==> src/rtl/hamming_serial_rx.sv <==
// UART-style deserialiser for one Hamming(7,4) codeword per frame (bit 1 first).
// Optional OVERALL_PARITY_EN adds an even-parity bit after codeword bit 7.
module hamming_serial_rx #(
  parameter int CLKS_PER_BIT = 16,
  parameter int SYNC_STAGES  = 2
) (
  input  logic       clk,
  input  logic       rst,
  input  logic       rx_in,
  output logic [7:1] codeword_out,
  output logic       codeword_valid,
  output logic       frame_err,
  output logic       parity_err,
  output logic       busy
);

  localparam int BW = (CLKS_PER_BIT > 1) ? $clog2(CLKS_PER_BIT) : 1;
  localparam logic [BW-1:0] LAST = BW'(CLKS_PER_BIT - 1);
  localparam logic [BW-1:0] HALF = BW'(CLKS_PER_BIT / 2 - 1);

  typedef enum logic [2:0] {
    IDLE, START, DATA, PARITY, STOP, WAIT_IDLE
  } state_t;

  state_t                 state;
  logic [SYNC_STAGES-1:0] sync;
  logic                   rx_s;
  logic [BW-1:0]          baud;
  logic [2:0]             bit_cnt;
  logic [7:1]             hold;
`ifdef OVERALL_PARITY_EN
  logic                   par_bit;
`endif

  // Synchroniser idles high so reset never looks like a start bit
  always_ff @(posedge clk or posedge rst)
    if (rst) sync <= '1;
    else     sync <= {sync[SYNC_STAGES-2:0], rx_in};

  assign rx_s = sync[SYNC_STAGES-1];
  assign busy = (state != IDLE);

  always_ff @(posedge clk or posedge rst) begin
    if (rst) begin
      state          <= IDLE;
      baud           <= '0;
      bit_cnt        <= '0;
      hold           <= '0;
      codeword_out   <= '0;
      codeword_valid <= 1'b0;
      frame_err      <= 1'b0;
      parity_err     <= 1'b0;
`ifdef OVERALL_PARITY_EN
      par_bit        <= 1'b0;
`endif
    end else begin
      codeword_valid <= 1'b0;
      frame_err      <= 1'b0;
      parity_err     <= 1'b0;
      case (state)
        IDLE:
          if (!rx_s) begin
            state <= START;
            baud  <= '0;
          end
        START:
          if (baud == HALF) begin
            if (!rx_s) begin
              state   <= DATA;
              baud    <= '0;
              bit_cnt <= '0;
            end else begin
              state <= IDLE;
            end
          end else begin
            baud <= baud + 1'b1;
          end
        DATA:
          if (baud == LAST) begin
            baud    <= '0;
            // Shift right: the first bit received ends up at position 1
            hold    <= {rx_s, hold[7:2]};
            bit_cnt <= bit_cnt + 3'd1;
            if (bit_cnt == 3'd6)
`ifdef OVERALL_PARITY_EN
              state <= PARITY;
`else
              state <= STOP;
`endif
          end else begin
            baud <= baud + 1'b1;
          end
        PARITY:
`ifdef OVERALL_PARITY_EN
          if (baud == LAST) begin
            baud    <= '0;
            par_bit <= rx_s;
            state   <= STOP;
          end else begin
            baud <= baud + 1'b1;
          end
`else
          state <= IDLE;
`endif
        STOP:
          if (baud == LAST) begin
            baud <= '0;
            if (rx_s) begin
              codeword_out   <= hold;
              codeword_valid <= 1'b1;
`ifdef OVERALL_PARITY_EN
              parity_err     <= par_bit ^ (^hold);
`endif
              state          <= IDLE;
            end else begin
              frame_err <= 1'b1;
              state     <= WAIT_IDLE;
            end
          end else begin
            baud <= baud + 1'b1;
          end
        WAIT_IDLE:
          if (rx_s) state <= IDLE;
        default: state <= IDLE;
      endcase
    end
  end

endmodule

==> config.mk <==
export PLATFORM = sky130hd
export DESIGN_NAME = hamming_serial_rx
export DESIGN_NICKNAME = d
export VERILOG_FILES = /design/src/rtl/hamming_serial_rx.sv
export SDC_FILE = /design/constraint.sdc
export NUM_CORES = 1
export LEC_CHECK = 0
export BUFFER_PORTS_ARGS = -buffer_cell sky130_fd_sc_hd__buf_2
export CAP_MARGIN = 20
export CELL_PAD_IN_SITES_DETAIL_PLACEMENT = 1
export CELL_PAD_IN_SITES_GLOBAL_PLACEMENT = 1
export CORE_MARGIN = 2
export CORE_UTILIZATION = 49
export DETAILED_ROUTE_END_ITERATION = 8
export GPL_TIMING_DRIVEN = 0
export PLACE_DENSITY = 0.88
export SETUP_SLACK_MARGIN = 0.5
export SYNTH_ARGS = -nofsm -noshare
export SYNTH_HDL_FRONTEND = slang
export SYNTH_SLANG_ARGS = --single-unit
export TNS_END_PERCENT = 30
==> constraint.sdc <==
create_clock -name clk -period 4.2 [get_ports clk]
set_input_delay 0.63 -clock clk [delete_from_list [all_inputs] [get_ports clk]]
set_output_delay 0.63 -clock clk [all_outputs]
set_load 0.02 [all_outputs]
==> impl_metrics.csv, run 1 <==
group,metric,value,unit
status,outcome,"finished clean",
synth,ys.flop_type,"dfrtp_1",
floorplanning,coreArea,0.00254,mm²
sta,grt_setup_unrepaired,"false",
sta,setup_viol,0,
sta,tightest_slew,0.553,ns
cells_and_area,regArea,703,µm²
routing,ant_nets,0,
sta,tns,0,ns
placement,pre_cts_slack,2.38,ns
worst_setup_path,rr_startpoint,"baud[1]",
synth,synthTopCellsByArea,"dfrtp_1, mux2_2, dfstp_2, ha_1, a21oi_1",
synth,synth_area_per_cell,11.5,µm²
cells_and_area,nFillCells,278,
placement,post-dp-hpwl,2.21,mm
floorplanning,ios,14,
clock_tree,cts_root_buffer,"clkbuf_4",
synth,post-synth-top-area-cell,"dfrtp_1",
synth,netlist.area_leader.share,0.484,
synth,synth_edf_count,0,
global_routing,grt_overflow,0,
routing,drc,0,
floorplanning,die-width,56.4,µm
routing,wire_per_inst,20.0,µm
worst_setup_path,crit_fanout,10,
sta,slew_viol_final,0,
floorplanning,rows,18,
synth,synthesis.area,0.00134,mm²
clock_tree,cts_setup_buffers,0,
worst_setup_path,crit_start,"state[0]",
worst_setup_path,criticalPathCategory,"flip-flop to primary output",
routing,via_per_inst,5.88,
worst_setup_path,cp-start-kind,"flip-flop",
synth,synth_cells,117,
routing,vias,965,
power_and_ir_drop,p_per_area,444,mW/mm²
sta,slew_headroom,0.631,
worst_setup_path,endpoint_kind,"primary output",
routing,drtIter0Drc,12,
worst_setup_path,cp_slowest_cell,"dfrtp_1",
synth,synthTopCellsByCount,"dfrtp_1, mux2_2, inv_1",
sta,hold_viol,0,
min_path,hold_path.class,"input port to asynchronous set/reset pin",
clock_tree,ctsHoldBuffers,0,
clock_tree,htree_num_levels,1,
global_routing,grt_pass1_wl,5.44,mm
cells_and_area,multi_input_area,584,µm²
worst_setup_path,required,3.57,ns
synth,synth_fp_nets,123,
worst_setup_path,crit_arrival,1.57,ns
placement,place_inst,159,
clock_tree,cts.clk_slew.worst_paths,0.15,ns
routing,drt-total-wl,3.28,mm
clock_tree,cts_buffers,3,
sta,setup_ws,2.00,ns
global_routing,antenna_found_initial,0,
routing,firstDrtPassIters,4,
clock_tree,cts_sinks,28,
synth,ys_ff_latch,28,
global_routing,grt_max_degree,29,
clock_tree,post_cts_resize_count,0,
clock_tree,insertion_delay,0.34,ns
cells_and_area,final_cells,164,
cells_and_area,drive_above_1_share,0.306,
global_routing,grt_pass1_vias,1062,
synth,synth_warnings,0,
synth,synth.distinct_cells,42,
worst_setup_path,slowest_delay,0.49,ns
placement,gp_congestion,0.792,
clock_tree,cts_tree,"done",
cells_and_area,nNetsFinal,141,
power_and_ir_drop,leakagePower,0.752,nW
power_and_ir_drop,ir_drop,0.000324,V
sta,fin_crit,2.20,ns
global_routing,track_usage,0.227,
cells_and_area,area_growth,11.1,%
job,drv_cap,0,
sta,post-route-period-util,0.524,
worst_setup_path,crit_chain,"buf_2 > nor3_2 > inv_1 > buf_2",
synth,yosysSeqAreaShare,0.523,
sta,max_freq,0.455,GHz
placement,numPortBuffers,12,
floorplanning,die_height,56.4,µm
synth,yosysMostFrequentCell,"dfrtp_1",
cells_and_area,antennaDiodeCount,0,
clock_tree,ctsLongestPathBuffers,2,
floorplanning,die-area,0.00318,mm²
synth,synthArstFlopShare,1.00,
floorplanning,start_util,0.528,
worst_setup_path,crit_top_cell,"buf_2",
cells_and_area,final_core_util,0.587,
sta,clock_skew,0.00760,ns
## cell type report
| type | instances | share of cell area |
|---|---|---|
| Multi-Input combinational cell | 76 | 0.391 |
| Clock buffer | 4 | 0.0243 |
| Sequential cell | 28 | 0.471 |
| Buffer | 5 | 0.0176 |
| Inverter | 8 | 0.0201 |
| Timing Repair Buffer | 13 | 0.0503 |
| Tap cell | 30 | 0.0251 |
## critical path, delay by kind of cell (launching register included)
| kind | cells | cell delay, ns |
|---|---|---|
| flip-flops | 1 | 0.49 |
| buffers and inverters | 3 | 0.44 |
| AND/OR/NAND/NOR | 1 | 0.30 |
## cells in the final DEF (no fill, tap or decap), types with 2 or more instances in the layout
cell      count
o22ai_1       2
nand4_1       2
a21oi_1       7
dfstp_2       2
dfrtp_1      26
inv_1         8
mux2_1        2
nand3_1       3
mux2_2       12
nand2b_1      3
nor3b_1       2
o21ai_0       2
mux2i_1       2
clkbuf_4      3
nor3_1        2
a211o_1       3
a211oi_1      2
buf_2        15
nor2_1        4
nand2_1       5
ha_1          3
## layer usage
layer	up-vias	share of wire	GRT usage
met5	-	0	0
met4	0	0.027	0.0850
met3	11	0.020	0.0300
met2	22	0.53	0.393
met1	486	0.43	0.288
li1	446	-	-
## cells by family (layout without fill, tap and decap cells)
group | after synthesis | in the layout | synth area share
compound gates | 22 | 22 | 0.108
xor+xnor | 2 | 2 | 0.0186
fa+ha+maj | 4 | 4 | 0.0363
buf+inv | 13 | 30 | 0.0419
flops | 28 | 28 | 0.523
mux | 16 | 16 | 0.132
other cells | 1 | 1 | 0.00279
simple gates | 31 | 31 | 0.137
## where the power goes
group	internal, mW	switching [mW]	leakage (nW)
registers	0.295	0.0378	0.373
logic	0.0835	0.112	0.357
clock network	0.0532	0.0820	0.0210
total	0.431	0.232	0.752
## registers in the layout, indices dropped and copies added, names as in the netlist
name / count
state: 3
bit_cnt: 3
codeword_valid: 1
baud: 4
sync: 2
hold: 7
codeword_out: 7
frame_err: 1
## worst paths after layout
kind,to,slack (ns),cells past startpoint
worst max register to register,codeword_out[1],2.32,5
worst min register to register,sync[1],0.39,0
max in group asynchronous,sync[1],3.30,3
worst min-delay path,hold[6],0.32,2
min in group clk,sync[0],0.37,1
worst max-delay path,busy,2.00,4
## through the flow
step           area [µm²]  hold slack (ns)  power, mW
6_report             1490            0.317      0.663
3_3_place_gp         1440            0.347      0.504
5_1_grt              1490            0.349      0.700
4_1_cts              1480            0.371      0.661
3_5_place_dp         1440            0.352      0.522
2_1_floorplan        1340            0.345      0.473
(Power assumes the default switching activity.)
==> inputs of run 2 (changes only) <==
Settings changed: ABC_AREA from default to 1, CORE_UTILIZATION 49 to 43, PLACE_DENSITY 0.88 to 0.83.
Clock period 4.2 ns to 2.2 ns, I/O delays scaled along.
==> impl_metrics.csv, run 2 <==
group,metric,value,unit
placement,post-dp-hpwl,2.50,mm
worst_setup_path,cp_slowest_cell,"dfrtp_1",
cells_and_area,nFillCells,428,
power_and_ir_drop,combPwrFrac,0.426,
sta,fin_crit,1.63,ns
cells_and_area,area_growth,13.1,%
clock_tree,cts_tree,"done",
synth,yosysMostFrequentCell,"nand2_1",
sta,grt_setup_unrepaired,"true",
clock_tree,ctsLongestPathBuffers,2,
routing,firstDrtPassIters,4,
routing,vias,1196,
clock_tree,cts_setup_buffers,0,
power_and_ir_drop,switchingPower,0.701,mW
cells_and_area,antennaDiodeCount,0,
floorplanning,ios,14,
global_routing,grt_pass1_wl,5.84,mm
placement,gp_congestion,0.810,
sta,slew_viol_final,0,
floorplanning,die-width,62.6,µm
sta,timing.hold.ws,0.0840,ns
clock_tree,cts_buffers,3,
sta,tns,0,ns
sta,clock_skew,0.00294,ns
synth,synthTopCellsByCount,"nand2_1, dfrtp_1, inv_1",
power_and_ir_drop,leakagePower,0.861,nW
status,outcome,"finished clean",
worst_setup_path,slowest_delay,0.49,ns
clock_tree,cts_sinks,28,
cells_and_area,layout_commonest_cell,"nand2_1",
worst_setup_path,ff2ff_setup_slack,0.62,ns
sta,post-route-period-util,0.741,
worst_setup_path,crit_chain,"nor2_2 > nand2_1 > buf_2",
power_and_ir_drop,clockPowerShare,0.155,
synth,synthArstFlopShare,1.00,
clock_tree,insertion_delay,0.32,ns
routing,drtIter0Drc,44,
placement,numPortBuffers,12,
min_path,hold_path.class,"input port to flip-flop",
global_routing,grt_overflow,0,
clock_tree,cts_root_buffer,"clkbuf_4",
synth,ys.flop_type,"dfrtp_1",
worst_setup_path,criticalPathCategory,"flip-flop to primary output",
sta,hold_viol,0,
synth,netlist.area_leader.share,0.440,
cells_and_area,final_cell_mix,"nand2_1, dfrtp_1, inv_1",
clock_tree,cts.clk_slew.worst_paths,0.15,ns
synth,synth_cells,177,
cells_and_area,nNetsFinal,202,
worst_setup_path,rr_startpoint,"baud[0]",
clock_tree,htree_num_levels,1,
synth,synth_edf_count,0,
synth,ys_ff_latch,28,
power_and_ir_drop,seq_power_share,0.419,
routing,ant_nets,0,
worst_setup_path,crit_fanout,6,
floorplanning,coreArea,0.00331,mm²
floorplanning,die-area,0.00392,mm²
synth,post-synth-top-area-cell,"dfrtp_1",
routing,wire_per_inst,13.2,µm
routing,via_per_inst,4.96,
synth,synth_warnings,0,
power_and_ir_drop,sw_frac_of_total,0.435,
global_routing,grt_pass1_vias,1338,
cells_and_area,top_regs,"codeword_out x7, hold x7, baud x4",
routing,drc,0,
power_and_ir_drop,p_per_area,964,mW/mm²
min_path,min_from,"rx_in",
synth,synthesis.area,0.00148,mm²
power_and_ir_drop,ir_drop,0.000517,V
worst_setup_path,crit_start,"state[0]",
global_routing,track_usage,0.185,
cells_and_area,drive_above_1_share,0.231,
worst_setup_path,cp-start-kind,"flip-flop",
sta,setup_viol,0,
power_and_ir_drop,p_int,0.911,mW
floorplanning,rows,21,
sta,max_freq,0.613,GHz
floorplanning,die_height,62.6,µm
routing,drt-total-wl,3.18,mm
job,drv_cap,0,
floorplanning,start_util,0.446,
synth,synthTopCellsByArea,"dfrtp_1, nand2_1, inv_1, o21ai_2, o21ai_0",
synth,synth.distinct_cells,23,
worst_setup_path,required,1.87,ns
synth,synth_fp_nets,183,
global_routing,antenna_found_initial,0,
global_routing,grt_max_degree,29,
worst_setup_path,endpoint_kind,"primary output",
worst_setup_path,crit_arrival,1.30,ns
synth,synth_area_per_cell,8.35,µm²
synth,yosysSeqAreaShare,0.476,
==> run 2: cell types whose count changed after synthesis, moves of 8 or more <==
cell / change
nand2_1: +47
inv_1: +16
mux2_2: -12
o21ai_0: +10
nor2_1: +8
o21ai_2: +8
==> run 2: final timing paths <==
kind	endpoint	cells after the start
setup / recovery	busy	3
hold / removal	sync[0]	1
setup reg to reg	state[0]	8
hold reg to reg	sync[1]	0
max in group asynchronous	sync[1]	4
min in group asynchronous	codeword_out[2]	3
==> run 2: timing repair <==
action / 4_1_cts / 5_1_grt
hold buffers: 0 / 1
setup endpoints to repair: 0 / 5
hold endpoints to repair: 0 / 6
gates resized for setup: 0 / 1
==> run 2: kinds of logic after synthesis <==
group | after synthesis | synth area share
AND/OR/NAND/NOR | 88 | 0.295
XOR/XNOR | 1 | 0.00593
flip-flops | 28 | 0.476
other | 1 | 0.00254
adder cells (fa/ha/maj) | 3 | 0.0254
buffers and inverters | 31 | 0.0889
AO/OA/AOI/OAI | 25 | 0.107
==> run 2: power by group through the flow <==
stage / Clock (mW) / Combinational (mW) / Sequential, mW
2_1_floorplan: 0 / 0.535 / 0.655
6_report: 0.249 / 0.687 / 0.676
4_1_cts: 0.260 / 0.683 / 0.673
3_3_place_gp: 0 / 0.634 / 0.671
5_1_grt: 0.278 / 0.776 / 0.687
3_5_place_dp: 0 / 0.680 / 0.684
==> run 2: stage by stage <==
| stage | power [mW] | util | cells | setup slack (ns) | instance area (µm²) |
|---|---|---|---|---|---|
| after floorplan | 1.19 | - | 177 | 0.863 | 1480 |
| after global placement | 1.31 | 0.482 | 235 | 0.730 | 1600 |
| after detailed placement | 1.36 | 0.482 | 235 | 0.648 | 1600 |
| after CTS | 1.62 | 0.493 | 239 | 0.536 | 1630 |
| after global routing | 1.74 | 0.505 | 241 | 0.488 | 1670 |
| final | 1.61 | 0.505 | 241 | 0.570 | 1670 |
==> run 2: area by class of cell <==
class	count	area, µm²	area share
Buffer	3	26.3	0.0157
Multi-Input combinational cell	118	646	0.386
Sequential cell	28	703	0.421
Clock buffer	4	36.3	0.0217
Inverter	28	105	0.0629
Tap cell	46	57.6	0.0344
Timing Repair Buffer	14	97.6	0.0584
==> run 2: metal layers <==
layer  vias up  GRT usage  part of all wire
met1       585      0.214              0.42
li1        593          -                 -
met5         -          0                 0
met2        12      0.348              0.55
met3         6     0.0234             0.016
met4         0     0.0611             0.011
==> run 2: worst max-delay path, delay by kind of cell, from the launching register on <==
family	cells	cell delay (ns)
buf+inv	1	0.17
flops	1	0.49
simple gates	2	0.31
==> inputs of run 3 (changes only) <==
Settings changed: ABC_AREA 1 to 0, CORE_UTILIZATION 43 to 45, PLACE_DENSITY 0.83 to 0.82.
Clock period 2.2 ns to 1.5 ns, I/O delays scaled along.
==> impl_metrics.csv, run 3 (synthesized netlist as in run 1, its figures left out) <==
group,metric,value,unit
status,outcome,"complete, but fails checks",
status,violations,"design-rule violations, negative hold slack, negative setup slack",
worst_setup_path,endpoint_kind,"flip-flop",
clock_tree,cts_buffers,3,
sta,slew_viol_final,0,
worst_setup_path,crit_arrival,1.85,ns
power_and_ir_drop,combPwrFrac,0.409,
clock_tree,cts_root_buffer,"clkbuf_4",
power_and_ir_drop,ir_drop,0.000890,V
sta,tightest_slew,0.573,ns
placement,gp_congestion,0.763,
worst_setup_path,criticalPathCategory,"flip-flop to flip-flop",
worst_setup_path,crit_fanout,8,
sta,grt_setup_unrepaired,"true",
clock_tree,ctsLongestPathBuffers,2,
global_routing,grt_pass1_wl,6.91,mm
routing,wl_met2,2.40,mm
global_routing,grt_overflow,0,
floorplanning,die-area,0.00344,mm²
power_and_ir_drop,p_per_area,1300,mW/mm²
cells_and_area,layout_commonest_cell,"dfrtp_1",
cells_and_area,drive_above_1_share,0.551,
sta,hold_viol,11,
sta,max_freq,0.630,GHz
power_and_ir_drop,leakagePower,0.922,nW
global_routing,track_usage,0.277,
floorplanning,die_height,58.6,µm
cells_and_area,stdcell_area,0.00194,mm²
sta,setup_ws,-0.0869,ns
sta,slew_headroom,0.618,
sta,fin_crit,1.59,ns
min_path,hold_path.class,"input port to asynchronous set/reset pin",
cells_and_area,antennaDiodeCount,0,
sta,clock_skew,0.00820,ns
worst_setup_path,required,1.76,ns
floorplanning,rows,19,
placement,place_inst,160,
sta,setup_viol,19,
sta,timing.hold.ws,-0.106,ns
routing,ant_nets,0,
placement,post-dp-hpwl,2.07,mm
clock_tree,cts.clk_slew.worst_paths,0.17,ns
clock_tree,cts_sinks,28,
clock_tree,insertion_delay,0.36,ns
clock_tree,cts_tree,"done",
floorplanning,start_util,0.479,
placement,placed_area,0.00146,mm²
cells_and_area,top_regs,"codeword_out x7, hold x7, baud x4",
clock_tree,htree_num_levels,1,
floorplanning,ios,14,
power_and_ir_drop,p_int,1.62,mW
worst_setup_path,ff2ff_setup_slack,-0.09,ns
job,drv_cap,0,
routing,drc,1,
routing,vias,1146,
routing,top_layer,"met4",
routing,drtIter0Drc,36,
routing,firstDrtPassIters,6,
clock_tree,ctsHoldBuffers,1,
power_and_ir_drop,clockPowerShare,0.209,
routing,drt-total-wl,4.61,mm
floorplanning,die-width,58.6,µm
global_routing,grt_pass1_vias,1259,
placement,pre_cts_slack,-0.158,ns
placement,numPortBuffers,12,
floorplanning,coreArea,0.00281,mm²
cells_and_area,nNetsFinal,163,
power_and_ir_drop,seq_power_share,0.382,
power_and_ir_drop,sw_frac_of_total,0.357,
routing,via_per_inst,6.13,
cells_and_area,area_growth,44.6,%
cells_and_area,final_cells,187,
routing,route.met3.wl,128,µm
cells_and_area,final_cell_mix,"dfrtp_1, buf_4, buf_6",
global_routing,grt_max_degree,29,
power_and_ir_drop,switchingPower,0.900,mW
sta,post-route-period-util,1.06,
routing,wire_per_inst,24.7,µm
worst_setup_path,cp-start-kind,"flip-flop",
global_routing,antenna_found_initial,0,
routing,wirelength_met1,1.93,mm
[run 3: cell types whose count changed in the layout (fill, tap and decap cells not counted), sizes merged, moves of 14 or more]
cell,before,now
buf,16,38
inv,28,8
mux2,0,14
nand2,53,6
nor2,18,4
o21ai,21,3
[run 3: layout make-up]
cell class	instances	area, µm²
multi-input cells	76	751
clock inverters	1	30.0
fillers	262	862
well taps	31	38.8
inverters	8	30.0
repair buffers	35	320
flip-flops and latches	28	708
clock buffers	3	22.5
plain buffers	5	42.5
[run 3: path summary, 6_finish.rpt]
| kind | from | to | depth (start not counted) |
|---|---|---|---|
| max | baud[1] | codeword_out[1] | 5 |
| min | rst | codeword_out[2] | 2 |
| max reg2reg | baud[1] | codeword_out[1] | 5 |
| min reg2reg | sync[0] | sync[1] | 0 |
| max in group asynchronous | rst | state[2] | 3 |
| min in group clk | sync[0] | sync[1] | 0 |
[run 3: layer usage]
| metal | GRT usage | vias up |
|---|---|---|
| li1 | - | 490 |
| met1 | 0.337 | 611 |
| met2 | 0.509 | 32 |
| met3 | 0.0418 | 13 |
| met4 | 0.0747 | 0 |
| met5 | 0 | - |
[run 3: what timing repair did]
item | in CTS | in global routing
pin swaps | 9 | 6
hold endpoints to repair | 1 | 11
endpoints found under the setup margin | 36 | 36
buffers inserted | 11 | 10
resized for setup | 44 | 21
[run 3: worst max-delay path, cell delays in order, from the launching register on]
cell and delay [ns]:
dfrtp_1 0.45, ha_4 0.22, nand3_4 0.12, nor3_4 0.24
nand2_4 0.12, mux2_4 0.33
[run 3: power groups by stage]
stage | combinational (mW) | sequential (mW) | clock, mW
floorplan | 0.430 | 0.910 | 0
global placement | 0.502 | 0.928 | 0
detailed placement | 0.533 | 0.934 | 0
CTS | 0.790 | 0.938 | 0.511
global route | 1.09 | 0.971 | 0.556
finish | 1.03 | 0.963 | 0.527
[run 3: through the flow]
stage | util | TNS (ns) | hold slack (ns) | total power, mW
6_report | 0.693 | -0.851 | -0.106 | 2.52
5_1_grt | 0.693 | -1.74 | -0.0791 | 2.62
4_1_cts | 0.633 | -0.129 | 0.141 | 2.24
3_5_place_dp | 0.519 | -1.79 | 0.333 | 1.47
3_3_place_gp | 0.519 | -0.643 | 0.333 | 1.43
2_1_floorplan | - | 0 | 0.229 | 1.34
